File: src/rtl/jtframe_ba_rr_arbiter_if.sv
// Bundles the slot-side read requests and the single SDRAM bank read port.
// ba_rd is held with a stable ba_addr until ba_ack; ba_rdy is honoured only with or after ba_ack.
interface jtframe_ba_rr_arbiter_if #(
    parameter int SLOTS = 4,
    parameter int AW    = 22
);
    logic                flush;
    logic [SLOTS*AW-1:0] slot_addr;
    logic [SLOTS-1:0]    slot_cs;
    logic [SLOTS-1:0]    slot_ok;
    logic [SLOTS*16-1:0] slot_dout;
    logic [AW-1:0]       ba_addr;
    logic                ba_rd;
    logic                ba_ack;
    logic                ba_rdy;
    logic [15:0]         sdram_dout;
    logic                timeout;

    modport master (
        input  flush, slot_addr, slot_cs, ba_ack, ba_rdy, sdram_dout,
        output slot_ok, slot_dout, ba_addr, ba_rd, timeout
    );

    modport slave (
        output flush, slot_addr, slot_cs, ba_ack, ba_rdy, sdram_dout,
        input  slot_ok, slot_dout, ba_addr, ba_rd, timeout
    );
endinterface

File: src/rtl/jtframe_ba_rr_arbiter.sv
// Round-robin sharing of one SDRAM bank read port among SLOTS requesters,
// each with a one-word address-tagged result register.
module jtframe_ba_rr_arbiter #(
    parameter int SLOTS = 4,
    parameter int AW    = 22,
    parameter int TOUT  = 255
)(
    input  logic                           clk,
    input  logic                           rst,
    jtframe_ba_rr_arbiter_if.master        bus,
    output logic [1:0]                     dbg_state
);
    localparam int         PW       = $clog2(SLOTS);
    localparam logic [7:0] CNT_LAST = 8'(TOUT - 1);

    typedef enum logic [1:0] {
        IDLE     = 2'd0,
        WAIT_ACK = 2'd1,
        WAIT_RDY = 2'd2
    } state_t;

    state_t        st, st_nx;
    logic [PW-1:0] gnt, gnt_nx, rr, rr_nx, pick;
    logic [AW-1:0] addr_q, addr_nx;
    logic          rd_q, rd_nx;
    logic [7:0]    cnt, cnt_nx;
    logic          drop, drop_nx;
    logic          store, tout, any_pend;

    logic [AW-1:0]    tag  [SLOTS];
    logic [15:0]      data [SLOTS];
    logic [SLOTS-1:0] valid, hit, pend;

    for (genvar g = 0; g < SLOTS; g++) begin : g_slot
        assign hit[g] = bus.slot_cs[g] & valid[g] & (tag[g] == bus.slot_addr[g*AW +: AW]);
        assign bus.slot_dout[g*16 +: 16] = data[g];
    end

    assign pend        = bus.slot_cs & ~hit;
    assign bus.slot_ok = hit;
    assign bus.ba_addr = addr_q;
    assign bus.ba_rd   = rd_q;
    assign bus.timeout = tout;
    assign dbg_state   = st;

    // Later iterations overwrite earlier ones, so the slot nearest rr+1 wins.
    always_comb begin : arb_pick
        logic [PW-1:0] idx;
        idx      = '0;
        pick     = '0;
        any_pend = 1'b0;
        for (int k = SLOTS; k >= 1; k--) begin
            idx = PW'((int'(rr) + k) % SLOTS);
            if (pend[idx]) begin
                pick     = idx;
                any_pend = 1'b1;
            end
        end
    end

    always_comb begin
        st_nx   = st;
        gnt_nx  = gnt;
        rr_nx   = rr;
        rd_nx   = rd_q;
        addr_nx = addr_q;
        cnt_nx  = cnt;
        drop_nx = drop;
        store   = 1'b0;
        tout    = 1'b0;
        case (st)
            IDLE: begin
                drop_nx = 1'b0;
                if (any_pend) begin
                    gnt_nx  = pick;
                    addr_nx = bus.slot_addr[int'(pick)*AW +: AW];
                    rd_nx   = 1'b1;
                    st_nx   = WAIT_ACK;
                end
            end
            WAIT_ACK: begin
                if (bus.ba_ack) begin
                    rd_nx  = 1'b0;
                    cnt_nx = '0;
                    if (bus.ba_rdy) begin
                        store = 1'b1;
                        rr_nx = gnt;
                        st_nx = IDLE;
                    end else begin
                        st_nx = WAIT_RDY;
                    end
                end
            end
            WAIT_RDY: begin
                if (bus.ba_rdy) begin
                    store = 1'b1;
                    rr_nx = gnt;
                    st_nx = IDLE;
                end else if (cnt == CNT_LAST) begin
                    tout  = 1'b1;
                    rr_nx = gnt;
                    st_nx = IDLE;
                end else begin
                    cnt_nx = cnt + 8'd1;
                end
            end
            default: st_nx = IDLE;
        endcase
        // Data already requested before a flush must not come back as valid.
        if (st != IDLE && bus.flush) drop_nx = 1'b1;
    end

    always_ff @(posedge clk) begin
        if (rst) begin
            st     <= IDLE;
            gnt    <= '0;
            rr     <= PW'(SLOTS - 1);
            rd_q   <= 1'b0;
            addr_q <= '0;
            cnt    <= '0;
            drop   <= 1'b0;
            valid  <= '0;
            for (int i = 0; i < SLOTS; i++) begin
                tag[i]  <= '0;
                data[i] <= '0;
            end
        end else begin
            st     <= st_nx;
            gnt    <= gnt_nx;
            rr     <= rr_nx;
            rd_q   <= rd_nx;
            addr_q <= addr_nx;
            cnt    <= cnt_nx;
            drop   <= drop_nx;
            if (bus.flush) valid <= '0;
            if (store) begin
                data[gnt]  <= bus.sdram_dout;
                tag[gnt]   <= addr_q;
                valid[gnt] <= ~(drop | bus.flush);
            end
        end
    end
endmodule

File: src/flat_wrapper.sv
// flat-port wrapper written by rule: the top's interface ports become plain ports
module jtframe_ba_rr_arbiter_flat 
#(
    parameter int SLOTS = 4,
    parameter int AW    = 22,
    parameter int TOUT  = 255
)
  (clk, rst, dbg_state, bus_flush, bus_slot_addr, bus_slot_cs, bus_ba_ack, bus_ba_rdy, bus_sdram_dout, bus_slot_ok, bus_slot_dout, bus_ba_addr, bus_ba_rd, bus_timeout);
  jtframe_ba_rr_arbiter_if #(.SLOTS(SLOTS), .AW(AW)) bus_i ();
  input  logic clk;
  input  logic rst;
  output logic [1:0] dbg_state;
  input wire logic [$bits(bus_i.flush)-1:0] bus_flush;
  input wire logic [$bits(bus_i.slot_addr)-1:0] bus_slot_addr;
  input wire logic [$bits(bus_i.slot_cs)-1:0] bus_slot_cs;
  input wire logic [$bits(bus_i.ba_ack)-1:0] bus_ba_ack;
  input wire logic [$bits(bus_i.ba_rdy)-1:0] bus_ba_rdy;
  input wire logic [$bits(bus_i.sdram_dout)-1:0] bus_sdram_dout;
  output wire logic [$bits(bus_i.slot_ok)-1:0] bus_slot_ok;
  output wire logic [$bits(bus_i.slot_dout)-1:0] bus_slot_dout;
  output wire logic [$bits(bus_i.ba_addr)-1:0] bus_ba_addr;
  output wire logic [$bits(bus_i.ba_rd)-1:0] bus_ba_rd;
  output wire logic [$bits(bus_i.timeout)-1:0] bus_timeout;
  assign bus_i.flush = bus_flush;
  assign bus_i.slot_addr = bus_slot_addr;
  assign bus_i.slot_cs = bus_slot_cs;
  assign bus_i.ba_ack = bus_ba_ack;
  assign bus_i.ba_rdy = bus_ba_rdy;
  assign bus_i.sdram_dout = bus_sdram_dout;
  assign bus_slot_ok = bus_i.slot_ok;
  assign bus_slot_dout = bus_i.slot_dout;
  assign bus_ba_addr = bus_i.ba_addr;
  assign bus_ba_rd = bus_i.ba_rd;
  assign bus_timeout = bus_i.timeout;
  jtframe_ba_rr_arbiter #(.SLOTS(SLOTS), .AW(AW), .TOUT(TOUT)) u_core (.clk(clk), .rst(rst), .bus(bus_i), .dbg_state(dbg_state));
endmodule
File: config.mk
export PLATFORM = sky130hd
export DESIGN_NAME = jtframe_ba_rr_arbiter_flat
export DESIGN_NICKNAME = d
export VERILOG_FILES = /design/src/rtl/jtframe_ba_rr_arbiter_if.sv /design/src/rtl/jtframe_ba_rr_arbiter.sv /design/src/flat_wrapper.sv
export SDC_FILE = /design/constraint.sdc
export NUM_CORES = 1
export LEC_CHECK = 0
export ABC_AREA = 1
export BUFFER_PORTS_ARGS = -buffer_cell sky130_fd_sc_hd__clkbuf_2
export CAP_MARGIN = 20
export CORE_ASPECT_RATIO = 0.7
export CORE_MARGIN = 3
export CORE_UTILIZATION = 55
export CTS_CLUSTER_SIZE = 28
export DETAILED_ROUTE_END_ITERATION = 6
export GPL_ROUTABILITY_DRIVEN = 0
export PLACE_DENSITY = 0.85
export SLEW_MARGIN = 20
export SYNTH_ARGS = -nofsm -noshare
export SYNTH_HDL_FRONTEND = slang
export SYNTH_SLANG_ARGS = --single-unit
File: constraint.sdc
create_clock -name clk -period 3.57 [get_ports clk]
set_input_delay 0.1785 -clock clk [delete_from_list [all_inputs] [get_ports clk]]
set_output_delay 0.1785 -clock clk [all_outputs]
set_load 0.005 [all_outputs]
==> flow_summary_export.csv, run 1 <==
group,metric,value,unit
cts,cts_setup_buffers,0,
detailed_routing,antenna_left,0,
sta,fin_ws,0.495,ns
cts,clk_pin_slew,0.09,ns
logic_synthesis,mappedNetlistArea,0.0106,sq mm
setup_path,cp-end-kind,"flop",
logic_synthesis,synth_top_area_cell,"edfxtp_1",
sta,relSlewSlack,0.358,
final_layout,drive_gt1_frac,0.181,
power,switching_power,3.92,mW
cts,insertion_delay,0.46,ns
detailed_routing,viasPerCell,5.63,
floorplan,dieArea,0.0210,sq mm
logic_synthesis,synthFlopType,"edfxtp_1",
grt,track_usage,0.322,
sta,rsz0062_at_grt,"no",
power,combPwrFrac,0.437,
outcome,outcome,"finished, final reports clean",
grt,grt_pass1_vias,9387,
flow_run,drv_cap,0,
placed_design,placed_cells,1832,
cts,clockBufferDepth,2,
sta,setup_tns,0,ns
sta,hold_violations,0,
power,p_clk_frac,0.236,
sta,setup_viol,0,
logic_synthesis,synth_seq_area_share,0.510,
floorplan,die_w,172,um
power,switching_share,0.452,
logic_synthesis,synthCells,1417,
detailed_routing,first_pass_iters,7,
detailed_routing,drcViolationCount,0,
final_layout,nNetsFinal,1733,
floorplan,die_h,122,um
logic_synthesis,syn-mean-instance-area,7.48,sq um
cts,cts_tree,"yes",
cts,cts_root_buf,"clkbuf_16",
grt,grt_pass1_wl,51000,um
sta,tightest_slew,0.960,ns
cts,h-tree-depth,4,
cts,cts.repair.resized,0,
power,p_seq_frac,0.328,
sta,max_freq,0.325,GHz
detailed_routing,wirelength,33600,um
cts,cts_hold_buf,0,
cts,cts_made_buffers,17,
detailed_routing,vias,10500,
final_layout,antenna_cells,0,
power,internal-power,4.75,mW
final_layout,syn2layout_area_growth,17.8,%
logic_synthesis,ys_ff_latch,194,
cts,cts_sinks,194,
detailed_routing,routedWlPerCell,18.0,um
setup_path,crit_required,3.92,ns
sta,slew_violations,0,
power,powerDensity,695,mW/mm^2
placed_design,dp_hpwl,25400,um
placed_design,io_buffers,206,
grt,antenna_found_initial,1,
floorplan,io_pins,207,
setup_path,worst_setup_path_start_kind,"flop",
floorplan,core-area,0.0185,sq mm
logic_synthesis,synthTopCellsByArea,"edfxtp_1 43%, nand2_1 14%, inv_1 8.8%",
floorplan,row_count,41,
logic_synthesis,synth-edff-count,152,
final_layout,stdcell_count,1864,
sta,holdWs,0.0365,ns
sta,fin_crit,3.07,ns
logic_synthesis,synth_cell_type_count,36,
min_path,hp-class,"input port to flop",
logic_synthesis,syn_nets,1535,
power,power_leakage,6.22,nW
setup_path,worstPathMaxFanout,23,
logic_synthesis,synth_top_area_frac,0.431,
logic_synthesis,synthArstFlopShare,0,
detailed_routing,first_iter_violations,1780,
placed_design,place_ws,0.591,ns
sta,period_share,0.861,
power,ir_drop,627,uV
setup_path,arrival,3.43,ns
grt,grt_max_degree,46,
grt,grt_overflow,0,
sta,clock_skew,0.0107,ns
logic_synthesis,yosysWarnings,0,
setup_path,worstSetupPathType,"flop to flop",
floorplan,start_util,0.574,
==> cell type report <==
cell class / count / area [sq um]
Clock inverter: 15 / 219
Inverter: 284 / 1070
Multi-Input combinational cell: 901 / 3940
Clock buffer: 17 / 425
Tap cell: 236 / 295
Fill cell: 1491 / 5990
Timing Repair Buffer: 217 / 1130
Sequential cell: 194 / 5410
==> worst max-delay path: stages, from the launching register on <==
cell and delay (ns):
dfxtp_1 0.36, nand2_1 0.18, a21oi_1 0.23, nand3b_1 0.10, nor2_1 0.10, nand3_1 0.21
nand3_1 0.13, nand2_1 0.10, nand2_1 0.10, nand2_2 0.07, inv_2 0.07, nand2_1 0.07
nand3_1 0.07, nand2_1 0.55, nand3_1 0.38, nand3_1 0.10, nand2_1 0.10, inv_1 0.05
==> metal layers <==
layer,up-vias,wire length [um],global-route usage
met5,-,7,0
met4,2,775,0.0927
met3,84,5540,0.106
met2,792,14100,0.459
met1,4781,13300,0.472
li1,4836,-,-
==> power groups by stage <==
stage / Combinational, mW / Clock, mW / Sequential, mW
2_1_floorplan: 2.59 / 0 / 2.87
3_3_place_gp: 3.49 / 0 / 2.88
3_5_place_dp: 3.57 / 0 / 2.88
4_1_cts: 3.61 / 2.03 / 2.83
5_1_grt: 4.12 / 2.14 / 2.86
6_report: 3.79 / 2.04 / 2.84
==> worst paths after layout <==
kind	from	slack, ns	depth (start not counted)	end
min reg2reg	u_core.cnt[7]$_SDFFE_PP0P_	0.45	1	u_core.cnt[7]$_SDFFE_PP0P_
min	bus_sdram_dout[11]	0.04	3	u_core.data[0][11]$_SDFFCE_PN0P_
max reg2reg	u_core.valid[2]$_SDFF_PP0_	0.50	17	u_core.bus.ba_addr[17]$_SDFFE_PP0P_
max	u_core.valid[2]$_SDFF_PP0_	0.50	17	u_core.bus.ba_addr[17]$_SDFFE_PP0P_
==> flip-flops by register name (all words and copies together), names as in the netlist <==
| name | cells |
|---|---|
| u_core.tag | 88 |
| u_core.data | 64 |
| u_core.bus.ba_addr | 22 |
| u_core.cnt | 8 |
| u_core.valid | 4 |
| u_core.dbg_state | 2 |
| u_core.gnt | 2 |
| u_core.rr | 2 |
| u_core.bus.ba_rd | 1 |
| u_core.drop | 1 |
==> layout by cell type, fill, tap and decap left out, types with 28 or more instances in the layout <==
master,count
nand2_1,385
inv_1,249
nor2_1,236
clkbuf_2,206
edfxtp_1,152
nand3_1,134
dfxtp_1,42
a21oi_1,36
inv_2,34
nand4_1,28
==> Yosys cell counts (13+ instances only) <==
cell type / number
nand2_1: 388
inv_1: 249
nor2_1: 236
edfxtp_1: 152
nand3_1: 134
dfxtp_1: 42
a21oi_1: 36
inv_2: 34
nand4_1: 28
clkbuf_1: 17
o21ai_0: 17
buf_2: 13
==> through the flow <==
stage	util	cell area, sq um	power, mW
detailed placement	0.641	11800	6.45
global route	0.676	12500	9.12
global placement	0.641	11800	6.37
CTS	0.676	12500	8.48
finish	0.676	12500	8.67
floorplan	-	10600	5.45
==> cells by family (layout without fill, tap and decap cells) <==
| family | Yosys count | in the layout | synth area share |
|---|---|---|---|
| fa+ha+maj | 5 | 5 | 0.00590 |
| simple gates | 821 | 821 | 0.324 |
| compound gates | 68 | 68 | 0.0358 |
| buf+inv | 322 | 533 | 0.118 |
| flops | 194 | 194 | 0.510 |
| xor+xnor | 7 | 7 | 0.00579 |
Note: power is estimated with default switching activity, not from simulation.
==> run 2, diff against run 1 <==
--- a/config.mk
+++ b/config.mk
@@ -5,12 +5,12 @@
 export SDC_FILE = /design/constraint.sdc
 export NUM_CORES = 1
 export LEC_CHECK = 0
-export ABC_AREA = 1
+export ABC_AREA = 0
 export BUFFER_PORTS_ARGS = -buffer_cell sky130_fd_sc_hd__clkbuf_2
 export CAP_MARGIN = 20
 export CORE_ASPECT_RATIO = 0.7
 export CORE_MARGIN = 3
-export CORE_UTILIZATION = 55
+export CORE_UTILIZATION = 54
 export CTS_CLUSTER_SIZE = 28
 export DETAILED_ROUTE_END_ITERATION = 6
 export GPL_ROUTABILITY_DRIVEN = 0
==> run 2 against run 1 <==
- non-clock buffer count increased by 10
- critical endpoint is now u_core.bus.ba_addr[15]$_SDFFE_PP0P_
- worst setup slack got worse by 0.11 ns
- combinational power down 76%
- power shrank 36%
- critical path type unchanged
- hold slack improved by 0.0043 ns
- via count is 36% lower
- die area down 13%
- sequential cell count stayed put
==> flow_summary_export.csv, run 2 <==
group,metric,value,unit
min_path,hp-class,"input port to flop",
detailed_routing,first_pass_iters,5,
grt,grt_overflow,0,
floorplan,row_count,38,
detailed_routing,drcViolationCount,0,
cts,clockBufferDepth,2,
logic_synthesis,synth_seq_area_share,0.598,
power,p_seq_frac,0.490,
sta,setup_viol,0,
final_layout,nNetsFinal,1068,
cts,cts_root_buf,"clkbuf_16",
floorplan,core-area,0.0159,sq mm
final_layout,antenna_cells,0,
logic_synthesis,synthCells,739,
logic_synthesis,syn_nets,857,
grt,grt_pass1_wl,38600,um
setup_path,worstSetupPathType,"flop to flop",
logic_synthesis,synth-edff-count,152,
cts,cts_made_buffers,17,
final_layout,stdcell_count,1183,
logic_synthesis,mappedNetlistArea,0.00903,sq mm
setup_path,crit_required,3.86,ns
grt,track_usage,0.282,
detailed_routing,wirelength,25700,um
sta,hold_violations,0,
setup_path,worst_setup_path_start_kind,"flop",
sta,setup_tns,0,ns
logic_synthesis,synth_top_area_frac,0.505,
setup_path,slowest_stage,"buf_4",
sta,clock_skew,0.0105,ns
final_layout,layout_commonest_cell,"clkbuf_2",
final_layout,syn2layout_area_growth,21.5,%
floorplan,die_h,114,um
grt,grt_max_degree,46,
placed_design,dpl_cell_area,0.0104,sq mm
flow_run,drv_cap,0,
detailed_routing,viasPerCell,5.69,
logic_synthesis,yosysMostFrequentCell,"edfxtp_1",
power,ir_drop,294,uV
logic_synthesis,synthTopCellsByArea,"edfxtp_1 51%, dfxtp_1 9.3%, xor2_1 5.8%",
logic_synthesis,synthFlopType,"edfxtp_1",
floorplan,start_util,0.567,
logic_synthesis,synth_cell_type_count,47,
cts,cts_setup_buffers,0,
logic_synthesis,ys_ff_latch,194,
logic_synthesis,yosysWarnings,0,
logic_synthesis,ys_top_cells_by_count,"152 x edfxtp_1, 68 x nor2_1, 60 x xor2_1",
logic_synthesis,synthArstFlopShare,0,
final_layout,final_cell_mix,"206 x clkbuf_2, 152 x edfxtp_1, 67 x nor2_1, 60 x xor2_1",
placed_design,place_ws,0.508,ns
setup_path,arrival,3.47,ns
detailed_routing,antenna_left,0,
placed_design,io_buffers,206,
cts,cts_hold_buf,1,
power,internal-power,4.04,mW
detailed_routing,first_iter_violations,783,
sta,max_freq,0.314,GHz
power,switching_power,1.51,mW
cts,cts.repair.resized,0,
final_layout,largest_register_ffs,88,
power,powerDensity,505,mW/mm^2
placed_design,dp_hpwl,18400,um
floorplan,dieArea,0.0183,sq mm
power,p_clk_frac,0.349,
final_layout,postLayoutCellArea,0.0110,sq mm
cts,cts_sinks,194,
setup_path,crit_chain,"xor2_1, nor4_1, nand4_1, o31ai_1, nand2_1, o211ai_1, buf_4, mux2i_1, o221ai_2",
placed_design,placed_cells,1150,
final_layout,top_register,"u_core.tag",
sta,relSlewSlack,0.366,
outcome,outcome,"finished, final reports clean",
detailed_routing,routedWlPerCell,21.8,um
power,power_leakage,4.82,nW
sta,period_share,0.891,
power,total_power,5.54,mW
cts,clk_pin_slew,0.07,ns
sta,tightest_slew,0.949,ns
setup_path,cpPeakStageDelay,0.68,ns
sta,holdWs,0.0408,ns
cts,cts_tree,"yes",
logic_synthesis,synth_top_area_cell,"edfxtp_1",
sta,fin_ws,0.389,ns
setup_path,cp-end-kind,"flop",
grt,grt_pass1_vias,6643,
floorplan,io_pins,207,
logic_synthesis,syn-mean-instance-area,12.2,sq um
sta,fin_crit,3.18,ns
detailed_routing,vias,6737,
cts,insertion_delay,0.43,ns
setup_path,worstPathMaxFanout,45,
power,combPwrFrac,0.161,
cts,h-tree-depth,4,
floorplan,die_w,161,um
grt,antenna_found_initial,0,
final_layout,utilization,0.689,
sta,rsz0062_at_grt,"no",
final_layout,drive_gt1_frac,0.300,
power,switching_share,0.272,
sta,slew_violations,0,
## run 2: area by class of cell
| class | count | area (sq um) |
|---|---|---|
| multi-input combinational | 474 | 3350 |
| fill | 1208 | 4950 |
| timing repair buffer | 227 | 1220 |
| clock buffer | 20 | 437 |
| sequential | 194 | 5410 |
| inverter | 36 | 135 |
| clock inverter | 12 | 158 |
| tap | 220 | 275 |
## run 2: cell families after synthesis
kind of cell,share of synthesized area
compound gates,0.0576
xor+xnor,0.0892
fa+ha+maj,0.00692
buf+inv,0.0352
flops,0.598
mux,0.0554
simple gates,0.157
## run 2: worst paths after layout
| path | cells after the start | from | end | slack [ns] |
|---|---|---|---|---|
| max | 9 | u_core.tag[2][17]$_SDFFCE_PN0P_ | u_core.bus.ba_addr[15]$_SDFFE_PP0P_ | 0.39 |
| min | 2 | bus_sdram_dout[1] | u_core.data[0][1]$_SDFFCE_PN0P_ | 0.04 |
| max reg2reg | 9 | u_core.tag[2][17]$_SDFFCE_PN0P_ | u_core.bus.ba_addr[15]$_SDFFE_PP0P_ | 0.39 |
| min reg2reg | 2 | u_core.cnt[7]$_SDFFE_PP0P_ | u_core.cnt[7]$_SDFFE_PP0P_ | 0.51 |
## run 2: critical path: cells and delay by family, from the launching register on
family	cells	cell delay, ns
AO/OA/AOI/OAI	3	0.63
flip-flops	1	0.38
buffers and inverters	1	0.68
XOR/XNOR	1	0.17
multiplexers	1	0.33
AND/OR/NAND/NOR	3	0.82
## run 2: power groups by stage
| stage | sequential, mW | clock, mW | combinational [mW] |
|---|---|---|---|
| 2_1_floorplan | 2.72 | 0 | 0.520 |
| 3_3_place_gp | 2.75 | 0 | 0.864 |
| 3_5_place_dp | 2.76 | 0 | 0.884 |
| 4_1_cts | 2.71 | 1.95 | 0.889 |
| 5_1_grt | 2.73 | 2.03 | 0.958 |
| 6_report | 2.72 | 1.93 | 0.894 |
## run 2: layer usage
metal | global-route usage | up-vias | wire (um)
met5 | 0 | - | 0
met4 | 0.0913 | 0 | 497
met3 | 0.0766 | 37 | 3040
met2 | 0.417 | 418 | 11200
met1 | 0.406 | 3215 | 11000
li1 | - | 3067 | -
